[config.mk]
export PLATFORM = sky130hd
export DESIGN_NAME = rem_acc_seq
export DESIGN_NICKNAME = d
export VERILOG_FILES = /design/src/rtl/rem_acc_pkg.sv /design/src/rtl/rem_acc_step.sv /design/src/rtl/rem_acc_seq.sv
export SDC_FILE = /design/constraint.sdc
export NUM_CORES = 1
export LEC_CHECK = 0
export ABC_AREA = 1
export ABC_CLOCK_PERIOD_IN_PS = 3700
export CAP_MARGIN = 10
export CORE_MARGIN = 2
export CORE_UTILIZATION = 45
export CTS_BUF_LIST = sky130_fd_sc_hd__clkbuf_16
export DETAILED_ROUTE_END_ITERATION = 6
export DONT_BUFFER_PORTS = 1
export GPL_ROUTABILITY_DRIVEN = 0
export MAX_ROUTING_LAYER = met4
export SYNTH_ARGS = -nofsm -noshare
export SYNTH_HDL_FRONTEND = slang
export SYNTH_SLANG_ARGS = --single-unit
[constraint.sdc]
create_clock -name clk -period 3.7 [get_ports clk]
set_clock_uncertainty 0.1 [all_clocks]
set_input_delay 0.37 -clock clk [delete_from_list [all_inputs] [get_ports clk]]
set_output_delay 0.37 -clock clk [all_outputs]
set_load 0.02 [all_outputs]
[src/rtl/rem_acc_pkg.sv]
`default_nettype none
// ============================================================================
// rem_acc_pkg : shared types and limits for the sequential remainder engine
// Revision    : 1.0
// ============================================================================
package rem_acc_pkg;

  typedef enum logic {
    OP_LOAD = 1'b0,
    OP_REM  = 1'b1
  } op_e;

  typedef enum logic [1:0] {
    IDLE = 2'd0,
    CALC = 2'd1,
    FIX  = 2'd2,
    RESP = 2'd3
  } state_e;

  localparam int WIDTH_MIN = 2;
  localparam int WIDTH_MAX = 32;

endpackage
`default_nettype wire

[src/rtl/rem_acc_step.sv]
`default_nettype none
// ============================================================================
// rem_acc_step : one combinational restoring-remainder step
// Revision     : 1.0
// ============================================================================
module rem_acc_step #(
  parameter int WIDTH = 4
) (
  input  logic [WIDTH:0]   i_rem,
  input  logic             i_bit,
  input  logic [WIDTH-1:0] i_divisor,
  output logic [WIDTH:0]   o_rem
);

  logic [WIDTH+1:0] w_p;
  logic             w_ge;

  assign w_p  = {i_rem, i_bit};
  assign w_ge = (w_p >= {2'b00, i_divisor});
  // When the compare succeeds the difference is below the divisor, so the
  // low WIDTH+1 bits of the subtraction are exact.
  assign o_rem = w_ge ? (w_p[WIDTH:0] - {1'b0, i_divisor}) : w_p[WIDTH:0];

endmodule
`default_nettype wire

[src/rtl/rem_acc_seq.sv]
`default_nettype none
// ============================================================================
// rem_acc_seq : multi-cycle accumulator remainder engine (acc %= operand)
// Revision    : 1.0
// ============================================================================
module rem_acc_seq
  import rem_acc_pkg::*;
#(
  parameter int WIDTH = 4,
  parameter int CNT_W = $clog2(WIDTH + 1)
) (
  input  logic             clk,
  input  logic             rst,
  input  logic             in_valid,
  output logic             in_ready,
  input  logic             in_op,
  input  logic             in_signed,
  input  logic [WIDTH-1:0] in_operand,
  output logic             out_valid,
  input  logic             out_ready,
  output logic [WIDTH-1:0] out_acc,
  output logic             out_dz,
  output logic             busy
);

  if (WIDTH < WIDTH_MIN || WIDTH > WIDTH_MAX) begin : g_width_check
    $error("rem_acc_seq: WIDTH out of legal range");
  end

  state_e           r_state;
  state_e           w_state_nxt;
  logic [WIDTH-1:0] r_acc;
  logic [WIDTH-1:0] r_dvd;
  logic [WIDTH-1:0] r_dvs;
  logic [WIDTH:0]   r_rem;
  logic [WIDTH:0]   w_rem_nxt;
  logic [CNT_W-1:0] r_cnt;
  logic             r_neg;
  logic             r_dz;
  logic             w_is_rem;
  logic             w_opd_zero;
  logic             w_last;
  logic             w_acc_neg;
  logic             w_opd_neg;
  logic [WIDTH-1:0] w_acc_mag;
  logic [WIDTH-1:0] w_opd_mag;

  assign w_is_rem   = (op_e'(in_op) == OP_REM);
  assign w_opd_zero = (in_operand == '0);
  assign w_last     = (r_cnt == CNT_W'(WIDTH - 1));

  // Magnitudes are unsigned WIDTH-bit, so |most-negative| still fits.
  assign w_acc_neg = in_signed && r_acc[WIDTH-1];
  assign w_opd_neg = in_signed && in_operand[WIDTH-1];
  assign w_acc_mag = w_acc_neg ? (~r_acc + 1'b1) : r_acc;
  assign w_opd_mag = w_opd_neg ? (~in_operand + 1'b1) : in_operand;

  rem_acc_step #(
    .WIDTH (WIDTH)
  ) u_step (
    .i_rem     (r_rem),
    .i_bit     (r_dvd[WIDTH-1]),
    .i_divisor (r_dvs),
    .o_rem     (w_rem_nxt)
  );

  always_ff @(posedge clk or posedge rst) begin
    if (rst) begin
      r_state <= IDLE;
    end else begin
      r_state <= w_state_nxt;
    end
  end

  always_comb begin
    w_state_nxt = r_state;
    case (r_state)
      IDLE: begin
        if (in_valid) begin
          w_state_nxt = (w_is_rem && !w_opd_zero) ? CALC : RESP;
        end
      end
      CALC: begin
        if (w_last) begin
          w_state_nxt = FIX;
        end
      end
      FIX: begin
        w_state_nxt = RESP;
      end
      RESP: begin
        if (out_ready) begin
          w_state_nxt = IDLE;
        end
      end
      default: begin
        w_state_nxt = IDLE;
      end
    endcase
  end

  always_ff @(posedge clk or posedge rst) begin
    if (rst) begin
      r_acc <= '0;
      r_dz  <= 1'b0;
      r_dvd <= '0;
      r_dvs <= '0;
      r_rem <= '0;
      r_cnt <= '0;
      r_neg <= 1'b0;
    end else begin
      case (r_state)
        IDLE: begin
          if (in_valid) begin
            if (!w_is_rem) begin
              r_acc <= in_operand;
              r_dz  <= 1'b0;
            end else if (w_opd_zero) begin
              r_dz  <= 1'b1;
            end else begin
              r_dvd <= w_acc_mag;
              r_dvs <= w_opd_mag;
              r_neg <= w_acc_neg;
              r_rem <= '0;
              r_cnt <= '0;
              r_dz  <= 1'b0;
            end
          end
        end
        CALC: begin
          r_rem <= w_rem_nxt;
          r_dvd <= {r_dvd[WIDTH-2:0], 1'b0};
          r_cnt <= r_cnt + 1'b1;
        end
        FIX: begin
          // Remainder takes the dividend's sign.
          r_acc <= r_neg ? (~r_rem[WIDTH-1:0] + 1'b1) : r_rem[WIDTH-1:0];
        end
        default: begin
        end
      endcase
    end
  end

  assign in_ready  = (r_state == IDLE);
  assign busy      = (r_state != IDLE);
  assign out_valid = (r_state == RESP);
  assign out_acc   = r_acc;
  assign out_dz    = r_dz;

endmodule
`default_nettype wire
* Word level (Yosys, flattened, before mapping) *
Index checks and enable logic that the tools add are counted.

word-level totals
  register bits = 24
  input port bits = 10

operators by class
  add/subtract/negate cells = 5
  order comparisons = 1
  eq/ne operators = 10
  muxes and demuxes = 26
  bitwise operators = 4
  reduce and logical (&&, ||, !) cells = 14

operators by type and width
  kind                                                    count
  two-way mux 4 bit                                       8
  two-way mux 5 bit                                       4
  one-hot mux 4 bit (2 select lines)                      2
  adder 4 x 1 -> 4 bit (second input constant)            3
  inverter 4 bit                                          3
  one-hot mux 5 bit (2 select lines)                      1
  two-way mux 3 bit                                       3
  two-way mux 2 bit                                       4
  inequality test 2 bit (second input constant)           4
  one-hot mux 2 bit (4 select lines)                      1
  AND reduction 4 bit                                     2
  >= comparator 6 x 4 -> 1 bit                            1
  one-hot mux 3 bit (2 select lines)                      1
  AND reduction 3 bit                                     2
  nonzero test 2 bit                                      3
  subtractor 5 x 4 -> 5 bit                               1
  == test 2 bit (second input constant)                   2
  logical NOT 4 bit                                       1
  inequality test 2 x 1 -> 1 bit (second input constant)  2
  adder 3 x 1 -> 3 bit (second input constant)            1
  == test 3 x 2 -> 1 bit (second input constant)          1
  logical AND 1 bit                                       3
  == test 2 x 1 -> 1 bit (second input constant)          1
  logical NOT 2 bit                                       1
  4 further kinds                                         5

* Longest topological paths before layout *
Gate-level depths: netlist (run 1).

  depth after elaboration = 7
  depth in mapped cells = 11

* Cells and area by module *
Synthesis (run 1) repeated with hierarchy kept, for this count alone.

second synthesis, totals
  cells, all modules = 221
  area, all modules = 1676.6 um^2

modules (own cells, without submodules)
  module        instances  cells an instance  area an instance (um^2)  seq. area each (um^2)
  rem_acc_seq   1          174                1420.1                   600.6
  rem_acc_step  1          47                 256.5                    0.0

* Worst setup path before layout (run 1) *
Ideal clock, no wire load.

  kind = reg-to-reg
  start point = reg r_state[0]
  end point = reg r_acc[0], in the netlist out_acc[0]
  setup time = 0.130 ns
  arrival = 1.644 ns
  required time = 3.470 ns
  slack = 1.826 ns
  stages on the path, launching flop included = 10
  path buffers = 0
  clock period less this slack = 1.874 ns
  cells stage by stage = dfrtp_1 -> inv_1 -> ha_1 -> inv_1 -> nor2_1 -> inv_1 -> nand2_1 -> inv_1 -> o211ai_1 -> o21ai_0

on the way
  longest elaborated chain between the ends = 3
  elaborated cells between the ends (all ways) = 7
  classes of those cells = eq/ne (3); mux (1); reduce/logical (3)

ends and longest elaborated chain
  item                                                                   line                RTL
  start: declaration                                                     rem_acc_seq.sv:30   state_e r_state;
  start signal: assignment                                               rem_acc_seq.sv:71   r_state <= w_state_nxt;
  logical NOT 2 bit (*)                                                  n/a
  via in_ready                                                           rem_acc_seq.sv:15   output logic in_ready,
  inequality test 2 bit (no line) or nonzero test 2 bit (tied branches)  n/a
  AND reduction 3 bit (no line)                                          n/a
  end signal: assignment                                                 rem_acc_seq.sv:116  r_acc <= in_operand;
  end signal: assignment                                                 rem_acc_seq.sv:137  r_acc <= r_neg ? (~r_rem[WIDTH-1:0] + 1'b1) : r_rem[WIDTH-1:0];
  end: declaration                                                       rem_acc_seq.sv:32   logic [WIDTH-1:0] r_acc;

Mark *: on every way through the listed nets, which the timed path passes. The rest lies on a longest branch.
A chain may end at the register's enable or synchronous reset.

* Worst setup path after layout (run 1) *
Same ends and word-level chain as after synthesis.

==> flow_summary.toml, run 1 <==
[status]
outcome = "finished clean"

[final_layout]
layout_common_cells = "nand2_1 (64), inv_1 (37), dfrtp_1 (24), nand3_1 (18), o21ai_0 (17)"
drive_above_1_share_pct = 5.14
antennaDiodeCount = 0
area_growth_pct = 7.36
final_common_cell = "nand2_1"
regArea_sq_um = 601
multi_input_area_sq_um = 838
fill_cells = 351
fin_nets = 240

[sta]
fin_ws_ps = 1570
final.min_clock_period_ps = 2130
maxSlewViolCount = 0
tightest_slew_ps = 939
rsz0062_at_grt = "false"
final-hold-violation-count = 0
fin_hold_ws_ps = 113
finalCritPeriodShare_pct = 57.6
setup_tns_ps = 0
maxSlewHeadroom_pct = 37.3
setup_viol = 0
max_freq_mhz = 469

[worst_setup_path]
arrival_ps = 2170
crit_path_end_kind = "register"
path_cells = "inv_1 > ha_1 > inv_1 > nor2_1 > inv_1 > nand2_1 > inv_1 > o211ai_1 > o21ai_0"
critPathTopFamily = "buffers and inverters"
crit_end = "out_acc[0]$_DFFE_PP0P_"
worstSetupStartpoint = "r_state[0]$_DFFE_PP0P_"
path_class = "reg2reg"
r2r_start = "r_state[0]$_DFFE_PP0P_"
crit_slowest_cell = "ha_1"
required_ps = 3740
cp_num_cells = 9
regToRegSetupSlack_ps = 1570
path_buf_inv = 4
cp_max_fo = 6
worstRegToRegCells = 9
crit_top_cell = "inv_1"
reg2reg_to = "out_acc[0]$_DFFE_PP0P_"
cp_slowest_stage_delay_ps = 470
cp-start-kind = "register"

[place]
dp_hpwl_mm = 2.64
dp_slack_ps = 1590
port_buffers = 0

[cts]
insertion_delay_ps = 260
cts_resized = 0
h-tree-depth = 1
cts-buffers-inserted = 3
clk_pin_slew_ps = 60
cts_hold_buf = 0
cts_tree = "done"
cts_sinks = 24
ctsLongestPathBuffers = 2
post-cts-setup-buffers = 0
root_buffer = "clkbuf_16"

[grt]
grt_pass1_vias = 1359
grt_util_all_layers_pct = 19.3
grt_pass1_wl_mm = 6.00
overflow = 0
antenna_found_initial = 0
grt_max_degree = 25

[floorplanning]
die_height_um = 63.6
ios = 18
chipWidth_um = 63.6
core_sq_um = 3360
fp-row-count = 21
initial_utilization_pct = 47.5
dieArea_sq_um = 4050

[yosys]
muxShareOfSynthArea_pct = 0
syn_area_sq_um = 1600
yosys_warnings = 0
yosys.area_share.simple_pct = 27.4
ys_types = 25
ys_ff_latch = 24
synthCells = 213
synth_xor_xnor_area_share_pct = 1.64
syn_avg_cell_area_sq_um = 7.51
synth.yosys.seq_area_share_pct = 37.6
synthAdderAreaFrac_pct = 11.4
syn_nets = 237
synth_compound_area_share_pct = 12.0
synth_top_family_by_area = "simple AND/OR/NAND/NOR gates"

[detailed_routing]
first_iter_violations = 81
dr.pass1.iters = 4
drc = 0
wirelength_mm = 3.37
wl_per_cell_um = 13.0
postRouteAntennaNets = 0
viasPerCell = 5.10
vias = 1326

[pwr]
peakVddDrop_uv = 384
total_power_mw = 1.63
leakagePower_nw = 0.911
powerDensity_nw_per_um2 = 952

[run]
drv_cap = 0

[min_path]
hold_path.class = "in2async"
-- worst reg2reg max path, delay by kind of cell, from the launching register on --
family	cells	cell delay (ps)
flip-flops	1	410
AND/OR/NAND/NOR	2	310
buffers and inverters	4	530
AO/OA/AOI/OAI	2	190
adder cells (fa/ha/maj)	1	470
-- area by class of cell --
type / instances / area share, %
well taps: 46 / 3.35
multi-input cells: 149 / 48.8
flip-flops and latches: 24 / 35.0
inverters: 38 / 8.45
clock buffers: 3 / 4.37
-- report_power, final --
| group | total (mW) | internal (mW) | switching (mW) | leakage [nW] |
|---|---|---|---|---|
| clock network | 0.232 | 0.143 | 0.0887 | 0.0370 |
| logic | 0.914 | 0.322 | 0.592 | 0.567 |
| registers | 0.489 | 0.372 | 0.117 | 0.307 |
| total | 1.63 | 0.837 | 0.797 | 0.911 |
-- sequential cells by signal (all words and copies together) (netlist names) --
| name | flops |
|---|---|
| r_cnt | 3 |
| r_neg | 1 |
| out_acc | 4 |
| out_dz | 1 |
| r_state | 2 |
| r_dvd | 4 |
| r_rem | 5 |
| r_dvs | 4 |
-- how the worst min path moves through the flow --
stage,slack (ps),start,end
after global placement,370,r_dvd[2]$_DFFE_PP0P_,r_dvd[2]$_DFFE_PP0P_
after detailed placement,370,r_dvd[0]$_DFFE_PP0P_,r_dvd[0]$_DFFE_PP0P_
after CTS,150,rst,r_dvd[2]$_DFFE_PP0P_
after global routing,180,rst,r_dvd[2]$_DFFE_PP0P_
final,110,rst,r_dvd[2]$_DFFE_PP0P_
after floorplan,280,rst,out_acc[0]$_DFFE_PP0P_
-- synthesized netlist by cell type --
cell / number / area [sq um]
nand2_1: 64 / 240
inv_1: 37 / 139
dfrtp_1: 24 / 601
nand3_1: 18 / 90.1
o21ai_0: 17 / 85.1
ha_1: 13 / 163
nor2_1: 10 / 37.5
o211ai_1: 4 / 30.0
a21oi_1: 3 / 15.0
o31ai_1: 3 / 22.5
nand2_2: 2 / 12.5
nand2_4: 2 / 22.5
o21ai_1: 2 / 10.0
o22ai_1: 2 / 12.5
xor2_1: 2 / 17.5
a21oi_4: 1 / 16.3
buf_6: 1 / 11.3
clkbuf_1: 1 / 3.75
fa_1: 1 / 20.0
inv_4: 1 / 6.26
nand3_2: 1 / 10.0
nand3b_1: 1 / 7.51
nand4_1: 1 / 6.26
nor2_4: 1 / 11.3
xnor2_1: 1 / 8.76
-- metal layers --
metal	up-vias	track usage (%)	wire length, um
li1	684	-	-
met1	617	23.9	1490
met2	21	33.3	1750
met3	4	2.50	92
met4	0	5.16	34
met5	-	-	0
-- metrics by stage --
step                util [%]  area (sq um)  cells
floorplan                  -          1600    213
global placement        48.8          1640    257
detailed placement      48.8          1640    257
CTS                     51.0          1720    260
global route            51.0          1720    260
finish                  51.0          1720    260
-- cells by family (layout without fill, tap and decap cells) --
family,count (synthesis),after routing
compound gates,32,32
fa+ha+maj,14,14
buf+inv,40,41
xor+xnor,3,3
flops,24,24
simple gates,100,100
No activity file was read; power rests on OpenSTA's default activity.
==> inputs of run 2 (changes only) <==
- ABC_CLOCK_PERIOD_IN_PS: 3700 -> 1900
- clock period: 3.7 -> 1.9 ns (I/O delays scaled with it)
==> flow_summary.toml, run 2 (synthesis gave the netlist of run 1 again) <==
[status]
outcome = "finished clean"

[final_layout]
top_register = "r_rem"
layout_common_cells = "nand2_1 (61), inv_1 (37), dfrtp_1 (24), o21ai_0 (17), nand3_1 (16)"
drive_above_1_share_pct = 10.9
final_common_cell = "nand2_1"
fin_nets = 246
largest_reg_flops = 5
area_growth_pct = 13.1
antennaDiodeCount = 0

[place]
dp_hpwl_mm = 2.59
dp_slack_ps = -7.21
port_buffers = 0

[grt]
grt_util_all_layers_pct = 19.2
antenna_found_initial = 0
grt_max_degree = 25
grt_pass1_wl_mm = 5.86
overflow = 0
grt_pass1_vias = 1337

[worst_setup_path]
reg2reg_to = "r_rem[0]$_DFFE_PP0P_"
cp-start-kind = "register"
r2r_start = "r_dvd[3]$_DFFE_PP0P_"
cp_slowest_stage_delay_ps = 380
required_ps = 1950
crit_slowest_cell = "dfrtp_1"
cp_max_fo = 6
path_buf_inv = 2
arrival_ps = 1820
critPathTopFamily = "simple AND/OR/NAND/NOR gates"
regToRegSetupSlack_ps = 120
path_class = "reg2reg"
crit_path_end_kind = "register"
path_cells = "inv_1 > ha_1 > inv_1 > fa_2 > nand2_1 > nand3_2 > nand2_4 > nand3_1 > nand3_1 > nand2_1"
worstRegToRegCells = 10

[sta]
maxSlewHeadroom_pct = 77.8
setup_viol = 0
tightest_slew_ps = 333
setup_tns_ps = 0
rsz0062_at_grt = "false"
finalCritPeriodShare_pct = 93.5
fin_ws_ps = 124
maxSlewViolCount = 0
max_freq_mhz = 563
final-hold-violation-count = 0
final.min_clock_period_ps = 1780

[detailed_routing]
vias = 1356
viasPerCell = 5.10
postRouteAntennaNets = 0
wirelength_mm = 3.34
first_iter_violations = 72
dr.pass1.iters = 4
drc = 0
wl_per_cell_um = 12.5

[run]
drv_cap = 0

[floorplanning]
initial_utilization_pct = 47.5
fp-row-count = 21
die_height_um = 63.6
dieArea_sq_um = 4050
chipWidth_um = 63.6
ios = 18
core_sq_um = 3360

[pwr]
powerDensity_nw_per_um2 = 1890
p_seq_share_pct = 27.7
clkPwrFrac_pct = 13.3
p_sw_mw = 1.66
leakagePower_nw = 0.951
peakVddDrop_uv = 889
p_int_mw = 1.76
pwr-share-comb_pct = 59.1
p_sw_share_pct = 48.6

[cts]
cts_sinks = 24
clk_pin_slew_ps = 60
cts-buffers-inserted = 3
ctsLongestPathBuffers = 2
insertion_delay_ps = 260
h-tree-depth = 1
root_buffer = "clkbuf_16"
cts_tree = "done"

[min_path]
hold_path.class = "in2reg"
worstHoldStart = "in_operand[3]"
worstHoldEndpoint = "r_dvs[3]$_DFFE_PP0P_"
hold_path_depth = 2
run 2: cell types whose count changed in the layout (fill, tap and decap cells not counted), sizes merged:
cell / change
buf: +5
dlygate4sd3: +1
run 2: repair_timing:
action / 4_1_cts / 5_1_grt
endpoints found under the setup margin: 4 / 15
endpoints found under the hold margin: 24 / 0
pin swaps: 0 / 2
buffers inserted: 0 / 1
hold buffers: 1 / 0
resized for setup: 1 / 10
run 2: how the worst max path moves through the flow:
| stage | cells after the start | to | slack [ps] | startpoint |
|---|---|---|---|---|
| after CTS | 11 | r_rem[0]$_DFFE_PP0P_ | 20 | r_dvd[3]$_DFFE_PP0P_ |
| after floorplan | 9 | out_acc[0]$_DFFE_PP0P_ | 30 | r_state[0]$_DFFE_PP0P_ |
| after global routing | 11 | r_rem[0]$_DFFE_PP0P_ | 8 | r_dvd[3]$_DFFE_PP0P_ |
| final | 10 | r_rem[0]$_DFFE_PP0P_ | 120 | r_dvd[3]$_DFFE_PP0P_ |
| after global placement | 11 | r_rem[2]$_DFFE_PP0P_ | 70 | r_dvd[3]$_DFFE_PP0P_ |
| after detailed placement | 11 | r_rem[0]$_DFFE_PP0P_ | -7 | r_dvd[3]$_DFFE_PP0P_ |
run 2: area by class of cell:
class,instances,area [sq um]
Fill cell,357,1550
Multi-Input combinational cell,149,883
Sequential cell,24,601
Inverter,38,145
Clock buffer,3,75.1
Tap cell,46,57.6
Timing Repair Buffer,6,47.5
run 2: per-layer routing:
| metal | track usage, % | part of all wire [%] |
|---|---|---|
| met1 | 21.9 | 44 |
| met4 | 7.34 | 1.8 |
| met2 | 34.2 | 52 |
| met3 | 2.14 | 2.2 |
| met5 | - | 0 |
run 2: worst register-to-register path, delay by kind of cell, from the launching register on:
family / cells / cell delay (ps)
adders and majority gates: 2 / 480
buffers and inverters: 2 / 140
and+or+nand+nor: 6 / 570
DFF: 1 / 380
run 2: metrics by stage:
| step | power [mW] | cells | instance area (sq um) | hold slack [ps] | util, % |
|---|---|---|---|---|---|
| finish | 3.42 | 266 | 1810 | 6.32 | 53.8 |
| global route | 3.81 | 266 | 1810 | 38.7 | 53.8 |
| CTS | 3.28 | 265 | 1760 | 1.52 | 52.3 |
| detailed placement | 2.78 | 261 | 1670 | 55.4 | 49.7 |
| global placement | 2.74 | 261 | 1670 | 50.8 | 49.7 |
| floorplan | 2.38 | 213 | 1600 | 105 | - |
run 2: power groups by stage:
stage                     clock network (mW)  logic, mW  registers, mW
after floorplan                            0       1.48          0.902
after global placement                     0       1.79          0.951
after detailed placement                   0       1.83          0.955
after CTS                              0.469       1.86          0.949
after global routing                   0.486       2.35          0.975
final                                  0.454       2.02          0.946
